===== src/rtl/ara_perf_snapshot_regs.sv =====
// APB register bank holding a coherent snapshot of the Ara perf counters.
// Counters are captured on update_i; software reads each 64-bit value as
// LO then HI, with HI served from a latch so the pair is always consistent.
module ara_perf_snapshot_regs #(
    parameter int unsigned NrCnt     = 4,
    parameter int unsigned AddrWidth = 32
) (
    input  logic                   clk_i,
    input  logic                   rst_i,
    input  logic                   update_i,
    input  logic [NrCnt*64-1:0]    cnt_i,
    output logic                   hw_cnt_en_o,
    output logic                   snap_valid_o,
    input  logic [AddrWidth-1:0]   paddr_i,
    input  logic                   psel_i,
    input  logic                   penable_i,
    input  logic                   pwrite_i,
    input  logic [31:0]            pwdata_i,
    output logic [31:0]            prdata_o,
    output logic                   pready_o,
    output logic                   pslverr_o
);

    // The bank is sized for the largest legal NrCnt so the read mux can be
    // indexed with a plain 3-bit index; unused slots stay at zero.
    localparam int unsigned MaxCnt = 8;
    localparam logic [5:0]  NrCntW = 6'(NrCnt);

    typedef enum logic {
        IDLE,
        RESP
    } state_e;

    state_e        state_q;
    logic [31:0]   prdata_q;
    logic          pslverr_q;

    logic          cnt_en_q;
    logic [63:0]   snap_q [MaxCnt];
    logic [31:0]   hi_latch_q;
    logic          hi_pending_q;
    logic [2:0]    latch_idx_q;
    logic          valid_q;
    logic          overrun_q;
    logic [15:0]   snap_cnt_q;

    logic [MaxCnt*64-1:0] cnt_pad;
    logic          acc;
    logic [7:0]    off;
    logic [4:0]    idx;
    logic          idx_ok;
    logic [31:0]   rd_data;
    logic          err;
    logic          ctrl_wr;
    logic          lo_rd;
    logic          hi_rd;
    logic          clear;
    logic          capture;

    // Address bits above the decoded byte and unused write-data bits.
    logic unused_in;
    assign unused_in = ^{paddr_i[AddrWidth-1:8], pwdata_i[31:2]};

    assign cnt_pad = (MaxCnt*64)'(cnt_i);

    // Decode the access presented in IDLE; side-effect strobes only fire on a
    // legal access so an erroring access changes nothing.
    always_comb begin
        acc     = (state_q == IDLE) && psel_i && penable_i;
        off     = paddr_i[7:0];
        idx     = off[7:3] - 5'd1;
        idx_ok  = ({1'b0, idx} < NrCntW);
        rd_data = '0;
        err     = 1'b0;
        ctrl_wr = 1'b0;
        lo_rd   = 1'b0;
        hi_rd   = 1'b0;
        if (off[1:0] != 2'b00) begin
            err = 1'b1;
        end else if (off == 8'h00) begin
            if (pwrite_i) ctrl_wr = 1'b1;
            else          rd_data = {31'b0, cnt_en_q};
        end else if (off == 8'h04) begin
            if (pwrite_i) err = 1'b1;
            else          rd_data = {snap_cnt_q, 14'b0, overrun_q, valid_q};
        end else begin
            if (pwrite_i || !idx_ok) begin
                err = 1'b1;
            end else if (!off[2]) begin
                lo_rd   = 1'b1;
                rd_data = snap_q[idx[2:0]][31:0];
            end else begin
                hi_rd   = 1'b1;
                rd_data = (hi_pending_q && (latch_idx_q == idx[2:0])) ?
                          hi_latch_q : snap_q[idx[2:0]][63:32];
            end
        end
        if (!acc) begin
            ctrl_wr = 1'b0;
            lo_rd   = 1'b0;
            hi_rd   = 1'b0;
        end
        clear   = ctrl_wr && pwdata_i[1];
        capture = update_i && !clear;
    end

    // APB handshake: register the response in the decode cycle, present it
    // for exactly one cycle in RESP.
    always_ff @(posedge clk_i) begin
        if (rst_i) begin
            state_q   <= IDLE;
            prdata_q  <= '0;
            pslverr_q <= 1'b0;
        end else begin
            case (state_q)
                IDLE: begin
                    if (acc) begin
                        state_q   <= RESP;
                        prdata_q  <= err ? 32'h0 : rd_data;
                        pslverr_q <= err;
                    end
                end
                RESP: begin
                    state_q <= IDLE;
                end
                default: begin
                    state_q <= IDLE;
                end
            endcase
        end
    end

    // Snapshot bank, coherent-read latch and status; reads use the values
    // from before any same-cycle capture, and clear overrides capture.
    always_ff @(posedge clk_i) begin
        if (rst_i) begin
            cnt_en_q     <= 1'b0;
            hi_latch_q   <= '0;
            hi_pending_q <= 1'b0;
            latch_idx_q  <= '0;
            valid_q      <= 1'b0;
            overrun_q    <= 1'b0;
            snap_cnt_q   <= '0;
            for (int i = 0; i < MaxCnt; i++) snap_q[i] <= '0;
        end else begin
            if (ctrl_wr) cnt_en_q <= pwdata_i[0];
            if (clear) begin
                valid_q      <= 1'b0;
                overrun_q    <= 1'b0;
                snap_cnt_q   <= '0;
                hi_pending_q <= 1'b0;
                for (int i = 0; i < MaxCnt; i++) snap_q[i] <= '0;
            end else begin
                if (lo_rd) begin
                    hi_latch_q   <= snap_q[idx[2:0]][63:32];
                    latch_idx_q  <= idx[2:0];
                    hi_pending_q <= 1'b1;
                end else if (hi_rd) begin
                    hi_pending_q <= 1'b0;
                end
                if (capture) begin
                    for (int i = 0; i < MaxCnt; i++) snap_q[i] <= cnt_pad[64*i +: 64];
                    valid_q    <= 1'b1;
                    snap_cnt_q <= snap_cnt_q + 16'd1;
                    if (hi_pending_q) overrun_q <= 1'b1;
                end
            end
        end
    end

    assign pready_o     = (state_q == RESP);
    assign prdata_o     = pready_o ? prdata_q : 32'h0;
    assign pslverr_o    = pready_o & pslverr_q;
    assign hw_cnt_en_o  = cnt_en_q;
    assign snap_valid_o = valid_q;

endmodule

===== config.mk =====
export PLATFORM = sky130hd
export DESIGN_NAME = ara_perf_snapshot_regs
export DESIGN_NICKNAME = d
export VERILOG_FILES = /design/src/rtl/ara_perf_snapshot_regs.sv
export SDC_FILE = /design/constraint.sdc
export NUM_CORES = 1
export LEC_CHECK = 0
export ABC_AREA = 0
export BUFFER_PORTS_ARGS = -buffer_cell sky130_fd_sc_hd__buf_2
export CAP_MARGIN = 20
export CORE_ASPECT_RATIO = 0.7
export CORE_MARGIN = 2
export CORE_UTILIZATION = 40
export CTS_BUF_LIST = sky130_fd_sc_hd__clkbuf_4
export DETAILED_ROUTE_END_ITERATION = 8
export GPL_TIMING_DRIVEN = 0
export HOLD_SLACK_MARGIN = 0.08
export SLEW_MARGIN = 20
export SYNTH_ARGS = -nofsm -noshare
export SYNTH_HDL_FRONTEND = slang
export SYNTH_SLANG_ARGS = --single-unit

===== constraint.sdc =====
create_clock -name clk_i -period 7 [get_ports clk_i]
set_clock_uncertainty 0.1 [all_clocks]
set_input_delay 1.05 -clock clk_i [delete_from_list [all_inputs] [get_ports clk_i]]
set_output_delay 1.05 -clock clk_i [all_outputs]
set_load 0.02 [all_outputs]

After elaboration in Yosys (flattened, before gate mapping)

Memory sizes are Yosys's and may differ from the RTL's.
Index checks and enable logic that the tools add are counted.

Add/subtract/negate cells: 2
Reductions and logical operators: 15
$lt $le $gt $ge: 1
Mux-type cells: 59
Bitwise operators: 19
Equality and inequality tests: 2

Operators with widths:

| cell                                               | number |
|---|---|
| 2-to-1 mux 64 bit                                  | 16 |
| 2-to-1 mux 32 bit                                  | 9 |
| 2-to-1 mux 1 bit                                   | 33 |
| adder 16 x 1 -> 16 bit, second input constant      | 1 |
| bitwise OR 1 bit                                   | 16 |
| == test 8 x 3 -> 1 bit, second input constant      | 1 |
| zero test 8 bit                                    | 1 |
| AND reduction 2 bit                                | 3 |
| logical AND 1 bit                                  | 5 |
| < comparator 5 x 3 -> 1 bit, second input constant | 1 |
| subtractor 5 x 1 -> 5 bit, second input constant   | 1 |
| nonzero test 2 bit                                 | 2 |
| == test 3 bit                                      | 1 |
| zero test 1 bit                                    | 2 |
| NOT 1 bit                                          | 2 |
| one-hot mux 1 bit (2 select lines)                 | 1 |
| OR reduction 2 bit                                 | 1 |
| bitwise AND 1 bit                                  | 1 |
| logical OR 1 bit                                   | 1 |

RAM bits: 512
Output and inout bits: 36
Logic and storage cells: 109
Bits in registers: 89
Input port bits: 326
Memories: 1

Memory list:

| name   | depth | width | rd ports | clocked after Yosys merged registers in | wr ports | line | source |
|---|---|---|---|---|---|---|---|
| snap_q | 8     | 64    | 1        | 0                                       | 8        | 39   | `logic [63:0] snap_q [MaxCnt];` |

Depth between registers and ports, before layout

Gate-level depths: netlist of run 1.

Word-level depth: 12
Depth in mapped cells: 14
Gate-level depth less buffers: 8

Least setup slack after synthesis of run 1

OpenSTA, ideal clock, no wires.

Kind: input-to-reg
From: in paddr_i[1]
To: mem snap_q[1][0] (enable)
Setup time: 0.472 ns
Required time: 6.428 ns
Path buffers: 1
Path slack: 1.679 ns
Stages: 6
Arrival time: 4.749 ns
Cells stage by stage: nor4_1 nand2_1 nor4_1 a21o_1 buf_2 or2_2

RTL lines:

| element     | line | source |
|---|---|---|
| from (decl) | 14   | `input logic [AddrWidth-1:0] paddr_i,` |
| to (decl)   | 39   |  |

Final worst setup path of run 1

From: in paddr_i[3]
To: reg prdata_q[13]

Longest elaborated chain between the ends: 10
Elaborated cells between the ends (all ways): 20
Classes of those cells: add/sub (1); order compare (1); eq/ne (2); mux (11); reduce/logical (4); memory (1)

Ends and longest elaborated chain:

| element                                                                          | line | source |
|---|---|---|
| subtractor 5 x 1 -> 5 bit (*)                                                    | 71   | `idx = off[7:3] - 5'd1;` |
| via idx[0]                                                                       | 50   | `logic [4:0] idx;` |
| parallel branches: the longest is 8 deep, another holds memory read (8 x 64 bit) | n/a  |  |
| 2-to-1 mux 32 bit (*)                                                            | 119  | `prdata_q <= err ? 32'h0 : rd_data;` |
| to (signal assigned)                                                             | 119  |  |
| to (decl)                                                                        | 35   | `logic [31:0] prdata_q;` |

Mark *: on every way through the listed nets, which the timed path passes.
A chain may end at the register's enable or synchronous reset.

==> qor.csv, run 1 <==
metric,value,unit
min_path_cells,2,
worst_setup_path_end_kind,register,
ys_async_sr_fraction,0,%
rr_endpoint,snap_q[1][40],
clk_latency,0.76,ns
antenna_left,0,
power.leakage,7.565,nW
power,4.663,mW
vias,12030,
path_cells,buf_2 > buf_4 > buf_2 > buf_2 > inv_1 > ha_1 > buf_1 > clkbuf_1 > mux4_2 > nand2_1 > o21ai_0 > nand2_1 > a21oi_1,
mostFrequentLayoutCells,"323 x buf_2, 225 x and2_1, 221 x nand2_1, 192 x edfxtp_1, 153 x dfxtp_1",
required,7.59,ns
finalCritPeriodShare,67.78,%
critPathLaunchType,input port,
dr.pass1.iters,8,
min_from,prdata_q[24],
io_pins,362,
syn_area,15200,um^2
area_growth,22.89,%
final_cell_area,18680,um^2
setup-tns-final,0,ns
clockBufferDepth,3,
layout-drive-gt1-share,31.61,%
clkTransAtPathRegs,0.07,ns
die_w,237.0,um
place_hpwl,36240,um
cts_buffers,87,
ys_ff_latch,345,
synth_area_leaders,"edfxtp_1 38%, dfxtp_1 20%, mux4_2 9.5%",
overflow,0,
drc_errors,0,
finalNetCount,2056,
critPathSlowestCell,clkbuf_1,
crit_buf_inv,7,
fin_util,50.10,%
die-area,39590,um^2
gp_congestion,0.8580,
mostFrequentLayoutCell,buf_2,
track_usage,24.44,%
critPathMaxStageDelay,0.82,ns
drt-vias-per-instance,5.247,
fp-row-count,59,
worst-path-max-fanout,10,
timing.critical_path.mode_cell,buf_2,
reg2reg_depth,8,
fp.coreArea,37280,um^2
ir_worst_vdd,0.09757,mV
cts_root_buf,clkbuf_4,
hold_viol_final,0,
reg2reg_from,pready_o,
syn_inst,1330,
cp_top_family,buffers and inverters,
rsz0062_at_grt,false,
cts_resized,0,
setup_viol,0,
holdCritPathClass,register to register,
worst_slew_pin_slew,1.009,ns
clock_sinks,345,
cts_tree,built,
placed_cell_area,17440,um^2
drt_wl_total,48840,um
synth.avg_cell_area,11.43,um^2
htree_levels,3,
synth_top_cell_area_share,37.94,%
grt_pass1_wl,71690,um
synth_edf_count,192,
slew_viol_final,0,
numPortBuffers,305,
postCtsSetupBuffers,0,
whs,0.3473,ns
critical_path_arrival,5.34,ns
drtIter0Drc,962,
ys.flop_type,edfxtp_1,
ys.warnings.count,0,
min_to,prdata_q[24],
antenna_found_initial,6,
critPathKind,input port to register,
wl_per_cell,21.31,um
period_needed,4.745,ns
regToRegSetupSlack,3.30,ns
status,"complete, no violations",
initial_utilization,40.77,%
grt_pass1_vias,11950,
relSlewSlack,32.72,%
maxClockFrequency,210.8,MHz
hold_buffers,0,
synth_cell_type_count,52,
powerDensity,249.7,nW/um^2
grt_max_degree,52,
yosysTopAreaCell,edfxtp_1,
fp.dieH,167.1,um
syn_nets,1658,
ys_seq_area_share,58.09,%
drv_cap,0,
state kept, by name, indices dropped and copies added, names as in the netlist:
signal and flops:
snap_q 256, hi_latch_q 32, prdata_q 32, snap_cnt_q 16, latch_idx_q 3, hi_pending_q 1
hw_cnt_en_o 1, overrun_q 1, pready_o 1, pslverr_q 1, snap_valid_o 1
worst reg2reg max path, delay by kind of cell (launching register included):
family	cells	cell delay (ns)
AO/OA/AOI/OAI	1	0.23
buffers and inverters	4	1.32
flip-flops	1	0.45
AND/OR/NAND/NOR	3	1.18
metrics by stage:
step                cells  setup WS [ns]
finish               2292          2.255
global route         2290          2.048
CTS                  2288          2.324
detailed placement   2127          1.483
global placement     2123        -0.2507
floorplan            1330          1.679
Yosys cell counts (5+ instances only):
cell,n
o21ai_0,19
nand2_1,221
nand3_1,23
a22oi_1,16
a21oi_1,129
inv_1,6
buf_4,13
and2_1,225
a221oi_1,16
mux4_2,64
o41ai_2,10
buf_2,18
o41ai_1,5
nor3_1,6
xnor2_1,10
clkbuf_1,65
edfxtp_1,192
xor2_1,10
dfxtp_1,153
nor2_1,76
where the power goes:
| group | leakage [nW] | total [mW] | internal [mW] | switching, mW |
|---|---|---|---|---|
| Combinational | 3.52 | 0.485 | 0.205 | 0.281 |
| Sequential | 3.31 | 2.30 | 2.26 | 0.0381 |
| Clock | 0.732 | 1.88 | 1.03 | 0.850 |
logic make-up after synthesis:
family	Yosys count	share of synthesized area (%)
AOI/OAI and AO/OA	211	8.777
adders and majority gates	2	0.1646
buffers and inverters	105	3.063
muxes	66	9.616
xor gates and xnor gates	21	1.309
DFF	345	58.09
and+or+nand+nor	580	18.98
routing by layer:
metal | vias up | wire [um] | track usage, %
met2 | 520 | 20430 | 34.67
li1 | 5568 | - | -
met5 | - | 25 | 0
met4 | 4 | 721 | 5.916
met1 | 5864 | 23500 | 36.97
met3 | 71 | 4157 | 6.514
worst max-delay path by stage:
stage,start,slack [ns],depth (start not counted),to
global placement,paddr_i[1],-0.25,7,snap_q[1][43]
CTS,paddr_i[3],2.32,13,prdata_q[11]
floorplan,paddr_i[1],1.68,6,snap_q[1][0]
finish,paddr_i[3],2.26,13,prdata_q[13]
global route,paddr_i[3],2.05,13,prdata_q[11]
detailed placement,paddr_i[3],1.48,13,prdata_q[11]
area by class of cell:
class | count | area (um^2)
sequential | 345 | 8828
antenna | 4 | 10.01
tap | 488 | 610.6
inverter | 7 | 26.28
buffer | 98 | 439.2
fill | 3510 | 18600
clock buffer | 143 | 1074
clock inverter | 18 | 152.6
timing repair buffer | 309 | 1629
multi-input combinational | 880 | 5906
Note: power is estimated with default switching activity, not from simulation.
==> run 2, diff against run 1 <==
--- a/config.mk
+++ b/config.mk
@@ -5,7 +5,7 @@
 export SDC_FILE = /design/constraint.sdc
 export NUM_CORES = 1
 export LEC_CHECK = 0
-export ABC_AREA = 0
+export ABC_AREA = 1
 export BUFFER_PORTS_ARGS = -buffer_cell sky130_fd_sc_hd__buf_2
 export CAP_MARGIN = 20
 export CORE_ASPECT_RATIO = 0.7
==> constraint.sdc (replaced) <==
create_clock -name clk_i -period 3.8 [get_ports clk_i]
set_clock_uncertainty 0.1 [all_clocks]
set_input_delay 0.57 -clock clk_i [delete_from_list [all_inputs] [get_ports clk_i]]
set_output_delay 0.57 -clock clk_i [all_outputs]
set_load 0.02 [all_outputs]
==> run 2 against run 1 <==
Critical path type unchanged. Sequential power is 85% higher. Synthesized area is 14% higher. Worst setup slack worse by 2.2 ns. Critical endpoint is now prdata_q[15]. Largest cell class unchanged. Combinational power grew to 2.6 times the previous value.
==> qor.csv, run 2 <==
metric,value,unit,change
dr.pass1.iters,6,,-2
synth_edf_count,192,,unchanged
postCtsSetupBuffers,0,,unchanged
grt_pass1_wl,95890,um,+34%
hold_viol_final,0,,unchanged
worst_slew_pin_slew,1.195,ns,+0.1862 ns
startpoint,paddr_i[3],,
drc_errors,0,,unchanged
layout-drive-gt1-share,18.26,%,-13 points
final_cell_area,23370,um^2,+25%
synth_area_leaders,"edfxtp_1 33%, dfxtp_1 18%, nand2_1 11%",,
overflow,0,,unchanged
clk_latency,0.82,ns,+0.06 ns
min_path_cells,4,,+2
min_from,paddr_i[2],,
ys.warnings.count,0,,unchanged
track_usage,28.11,%,+3.7 points
gp_congestion,0.9424,,+9.8%
cts_resized,0,,unchanged
initial_utilization,40.66,%,-0.10 points
fin_util,55.00,%,+4.9 points
area_growth,35.27,%,
placed_cell_area,19540,um^2,+12%
regToRegSetupSlack,0.54,ns,-2.76 ns
yosysMostFrequentCell,nand2_1,,
clockBufferDepth,3,,unchanged
die-area,44890,um^2,+13%
critPathSlowestCell,clkbuf_1,,
power,9.049,mW,+94%
vias,18060,,+50%
ys_ff_latch,345,,unchanged
ir_worst_vdd,0.1835,mV,+88%
drtIter0Drc,1656,,+72%
path_cells,buf_4 > inv_2 > buf_2 > buf_2 > buf_2 > ha_1 > buf_2 > inv_2 > clkbuf_1 > clkbuf_1 > a21oi_1 > o21ai_0 > nand2_1 > nand2_1 > a21oi_1,,
relSlewSlack,20.31,%,-12 points
reg.largest.list,"snap_q (256), hi_latch_q (32), prdata_q (32)",,
drt-vias-per-instance,5.084,,-3.1%
syn_nets,2594,,+56%
powerDensity,387.2,nW/um^2,+55%
yosysTopAreaCell,edfxtp_1,,
ys_async_sr_fraction,0,%,unchanged
fp-row-count,63,,+6.8%
synth_cell_type_count,30,,-42%
place_inst,3124,,+47%
fp.dieH,177.9,um,+6.5%
multi_input_area,6401,um^2,+8.4%
critPathKind,input port to register,,
ys.flop_type,edfxtp_1,,
slew_viol_final,0,,unchanged
drv_cap,0,,unchanged
mostFrequentLayoutCells,"520 x nand2_1, 348 x buf_2, 338 x inv_1, 318 x nor2_1, 259 x dlygate4sd3_1",,
die_w,252.4,um,+6.5%
largest_reg_flops,256,,unchanged
syn_area,17280,um^2,+14%
reg2reg_depth,9,,+1
timing.critical_path.mode_cell,buf_2,,
numPortBuffers,305,,unchanged
cts_tree,built,,
critical_path_arrival,4.24,ns,-1.10 ns
ys_seq_area_share,51.10,%,-7.0 points
antenna_found_initial,1,,-5
grt_max_degree,103,,+98%
rsz0062_at_grt,false,,
power.leakage,11.22,nW,+48%
cts_buffers,90,,+3.4%
reg2reg_from,pready_o,,
synth_common_cells,"521 x nand2_1, 338 x inv_1, 318 x nor2_1",,
top_register,snap_q,,
holdCritPathClass,input port to register,,
fillerInstances,3944,,+12%
maxClockFrequency,269.5,MHz,
antenna_left,0,,unchanged
rr_endpoint,snap_q[3][27],,
critPathLaunchType,input port,,
htree_levels,3,,unchanged
hold_buffers,259,,+259
required,4.33,ns,-3.26 ns
syn_inst,2266,,+70%
cts_root_buf,clkbuf_4,,
grt_pass1_vias,17560,,+47%
place_hpwl,44350,um,+22%
fp.coreArea,42490,um^2,+14%
clock_sinks,345,,unchanged
fin_cells,3551,,+55%
synth.avg_cell_area,7.624,um^2,-33%
synth_top_cell_area_share,33.37,%,-4.6 points
wl_per_cell,18.11,um,-15%
worst_setup_path_end_kind,register,,
period_needed,3.711,ns,
worst-path-max-fanout,10,,unchanged
regArea,8828,um^2,unchanged
setup_viol,0,,unchanged
critPathMaxStageDelay,0.65,ns,-0.17 ns
min_to,hi_pending_q,,
setup-tns-final,0,ns,unchanged
status,"complete, no violations",,
mostFrequentLayoutCell,nand2_1,,
finalCritPeriodShare,97.66,%,
clkTransAtPathRegs,0.07,ns,about the same
drt_wl_total,64320,um,+32%
io_pins,362,,unchanged
finalNetCount,3251,,+58%
[run 2: cell types whose count changed after synthesis, moves of 50 or more]
cell	before	now
and2_1	225	0
inv_1	6	338
mux4_2	64	0
nand2_1	221	521
nand3_1	23	191
nand4_1	3	67
nor2_1	76	318
o21ai_0	19	69
[run 2: power by group]
group / internal, mW / switching, mW / leakage (nW)
clock network: 1.89 / 1.64 / 0.738
logic: 0.510 / 0.762 / 7.17
registers: 4.17 / 0.0828 / 3.31
total: 6.57 / 2.48 / 11.2
[run 2: how the worst max path moves through the flow]
stage	endpoint	depth (start not counted)
finish	prdata_q[15]	15
global route	prdata_q[15]	15
CTS	prdata_q[15]	15
detailed placement	prdata_q[15]	15
global placement	snap_q[2][23]	10
floorplan	snap_q[1][0]	10
[run 2: metal layers]
layer / vias to the layer above / global-route usage [%] / part of all wire, %
met4: 0 / 12.99 / 4.2
met3: 179 / 5.221 / 8.1
met1: 8421 / 37.79 / 43
met2: 844 / 44.08 / 45
met5: - / 0 / 0
li1: 8611 / - / -
[run 2: cells by family after synthesis]
group / count (synthesis) / synth area share (%)
buffers and inverters: 500 / 11.94
adder cells (fa/ha/maj): 2 / 0.1448
AND/OR/NAND/NOR: 1137 / 27.90
flip-flops: 345 / 51.10
AO/OA/AOI/OAI: 270 / 8.307
XOR/XNOR: 12 / 0.6084
[run 2: critical path, delay by kind of cell]
family | cells | cell delay [ns]
AOI/OAI and AO/OA | 3 | 0.47
adders and majority gates | 1 | 0.27
buffers and inverters | 9 | 2.72
and+or+nand+nor | 2 | 0.19
[run 2: final cells by class]
class                      count  share of cell area (%)
multi-input combinational   1421                   27.39
buffer                       155                   3.282
clock buffer                 148                   4.755
tap                          552                   2.956
antenna                        3                 0.03213
inverter                     345                   5.542
timing repair buffer         565                   17.74
clock inverter                17                  0.5194
sequential                   345                   37.78
[run 2: per-stage QoR]
stage / hold slack [ns] / worst slack (ns)
floorplan: 0.3304 / 0.4126
global placement: 0.3441 / -0.7633
finish: 0.1703 / 0.08893
global route: 0.1468 / 0.06501
detailed placement: 0.3569 / -0.5389
CTS: 0.09580 / 0.2951
==> run 3, diff against run 2 <==
--- a/config.mk
+++ b/config.mk
@@ -15,6 +15,7 @@
 export DETAILED_ROUTE_END_ITERATION = 8
 export GPL_TIMING_DRIVEN = 0
 export HOLD_SLACK_MARGIN = 0.08
+export PLACE_DENSITY = 0.72
 export SLEW_MARGIN = 20
 export SYNTH_ARGS = -nofsm -noshare
 export SYNTH_HDL_FRONTEND = slang
==> run 3 against run 2 <==
Via count rose by 1.4%. Non-clock buffer count unchanged. Largest power group unchanged. Critical endpoint unchanged. Worst setup slack improved by 0.21 ns. Combinational power about the same. Final area shrank 0.17%. Worst hold slack lost 0.031 ns.
==> qor.csv, run 3 (synthesis gave the netlist of run 2 again) <==
metric,value,unit,change
reg.largest.list,"snap_q (256), hi_latch_q (32), prdata_q (32)",,
antenna_left,0,,unchanged
clockBufferDepth,3,,unchanged
reg2reg_depth,9,,unchanged
finalCritPeriodShare,92.08,%,-5.6 points
relSlewSlack,30.94,%,+11 points
maxClockFrequency,285.8,MHz,+6.1%
cts_root_buf,clkbuf_4,,
holdCritPathClass,input port to register,,
setup_viol,0,,unchanged
drt_wl_total,65050,um,+1.1%
layout-drive-gt1-share,17.96,%,-0.29 points
slew_viol_final,0,,unchanged
postCtsSetupBuffers,0,,unchanged
period_needed,3.499,ns,-0.2120 ns
required,4.36,ns,+0.03 ns
mostFrequentLayoutCells,"520 x nand2_1, 348 x buf_2, 338 x inv_1, 318 x nor2_1, 259 x dlygate4sd3_1",,
reg2reg_from,pready_o,,
drv_cap,0,,unchanged
dr.pass1.iters,5,,-1
clock_sinks,345,,unchanged
setup_ws,0.3009,ns,+0.2120 ns
antenna_found_initial,2,,+1
min_to,hi_pending_q,,
hold_viol_final,0,,unchanged
clkTransAtPathRegs,0.07,ns,about the same
htree_levels,3,,unchanged
worst_setup_path_end_kind,register,,
cts_tree,built,,
drt-vias-per-instance,5.158,,+1.4%
largest_reg_flops,256,,unchanged
die_w,252.4,um,unchanged
min_path_cells,4,,unchanged
power,8.955,mW,-1.0%
place_hpwl,45000,um,+1.5%
track_usage,28.68,%,+0.56 points
worst_slew_pin_slew,1.036,ns,-0.1594 ns
vias,18300,,+1.4%
gp_congestion,0.9326,,-1.0%
grt_pass1_vias,17880,,+1.9%
overflow,0,,unchanged
drc_errors,0,,unchanged
cts_buffers,90,,unchanged
critical_path_arrival,4.06,ns,-0.18 ns
top_register,snap_q,,
wl_per_cell,18.33,um,+1.2%
grt_pass1_wl,97760,um,+2.0%
fp.coreArea,42490,um^2,unchanged
rr_endpoint,snap_q[2][27],,
fp.dieH,177.9,um,unchanged
critPathKind,input port to register,,
power.leakage,11.18,nW,-0.38%
powerDensity,383.9,nW/um^2,-0.87%
initial_utilization,40.66,%,unchanged
numPortBuffers,305,,unchanged
ir_worst_vdd,0.1926,mV,+5.0%
rsz0062_at_grt,false,,
die-area,44890,um^2,unchanged
finalNetCount,3251,,unchanged
post-place-ws,-0.5787,ns,-0.03975 ns
clk_latency,0.84,ns,+0.02 ns
grt_max_degree,109,,+5.8%
area_growth,35.04,%,
min_from,paddr_i[2],,
drtIter0Drc,1996,,+21%
critPathLaunchType,input port,,
worst-path-max-fanout,10,,unchanged
status,"complete, no violations",,
io_pins,362,,unchanged
regToRegSetupSlack,0.56,ns,+0.02 ns
whs,0.1391,ns,-0.03126 ns
fp-row-count,63,,unchanged
mostFrequentLayoutCell,nand2_1,,
-- run 3: final cells by class --
class | instances | area, um^2
multi-input cells | 1421 | 6401
repair buffers | 565 | 4146
plain buffers | 155 | 768.2
flip-flops and latches | 345 | 8828
diodes | 2 | 5.005
inverters | 345 | 1295
clock buffers | 134 | 1006
well taps | 552 | 690.7
clock inverters | 30 | 187.7
fillers | 3784 | 19160
-- run 3: how the worst max path moves through the flow --
stage,startpoint,endpoint,slack [ns],depth (start not counted)
floorplan,paddr_i[3],snap_q[1][0],0.41,10
global placement,paddr_i[1],snap_q[3][16],-0.59,10
detailed placement,paddr_i[3],prdata_q[14],-0.58,15
CTS,paddr_i[3],prdata_q[14],0.27,15
global route,paddr_i[3],prdata_q[11],0.23,19
finish,paddr_i[3],prdata_q[15],0.30,15
-- run 3: power breakdown --
part / total [mW] / internal (mW) / switching (mW)
logic: 1.27 / 0.510 / 0.758
clock network: 3.42 / 1.76 / 1.67
registers: 4.26 / 4.17 / 0.0878
-- run 3: repair_timing --
action                     CTS  global route
resized for setup            0             2
setup endpoints to repair    0             1
hold endpoints to repair   257             0
hold buffers               259             0
-- run 3: metrics by stage --
| stage | cells | cell area [um^2] | TNS, ns | utilization, % |
|---|---|---|---|---|
| after floorplan | 2266 | 17280 | 0 | - |
| after global placement | 3123 | 19500 | -120.23 | 45.90 |
| after detailed placement | 3124 | 19540 | -9.511 | 45.98 |
| after CTS | 3547 | 23320 | 0 | 54.89 |
| after global routing | 3549 | 23330 | 0 | 54.91 |
| final | 3549 | 23330 | 0 | 54.91 |
-- run 3: metal layers --
metal | global-route usage (%) | vias to the layer above | share of wire [%]
met5 | 0 | - | 0
met3 | 6.747 | 174 | 9.7
met4 | 13.02 | 0 | 4.1
li1 | - | 8610 | -
met2 | 45.31 | 1032 | 45
met1 | 37.46 | 8488 | 41
-- run 3: worst max-delay path, stage by stage --
cell	delay [ns]
buf_4	0.15
inv_2	0.10
buf_2	0.30
buf_2	0.32
buf_2	0.30
ha_1	0.27
buf_2	0.15
inv_2	0.21
clkbuf_2	0.43
clkbuf_1	0.46
a21oi_1	0.07
o21ai_0	0.45
nand2_1	0.11
nand2_1	0.09
a21oi_1	0.06
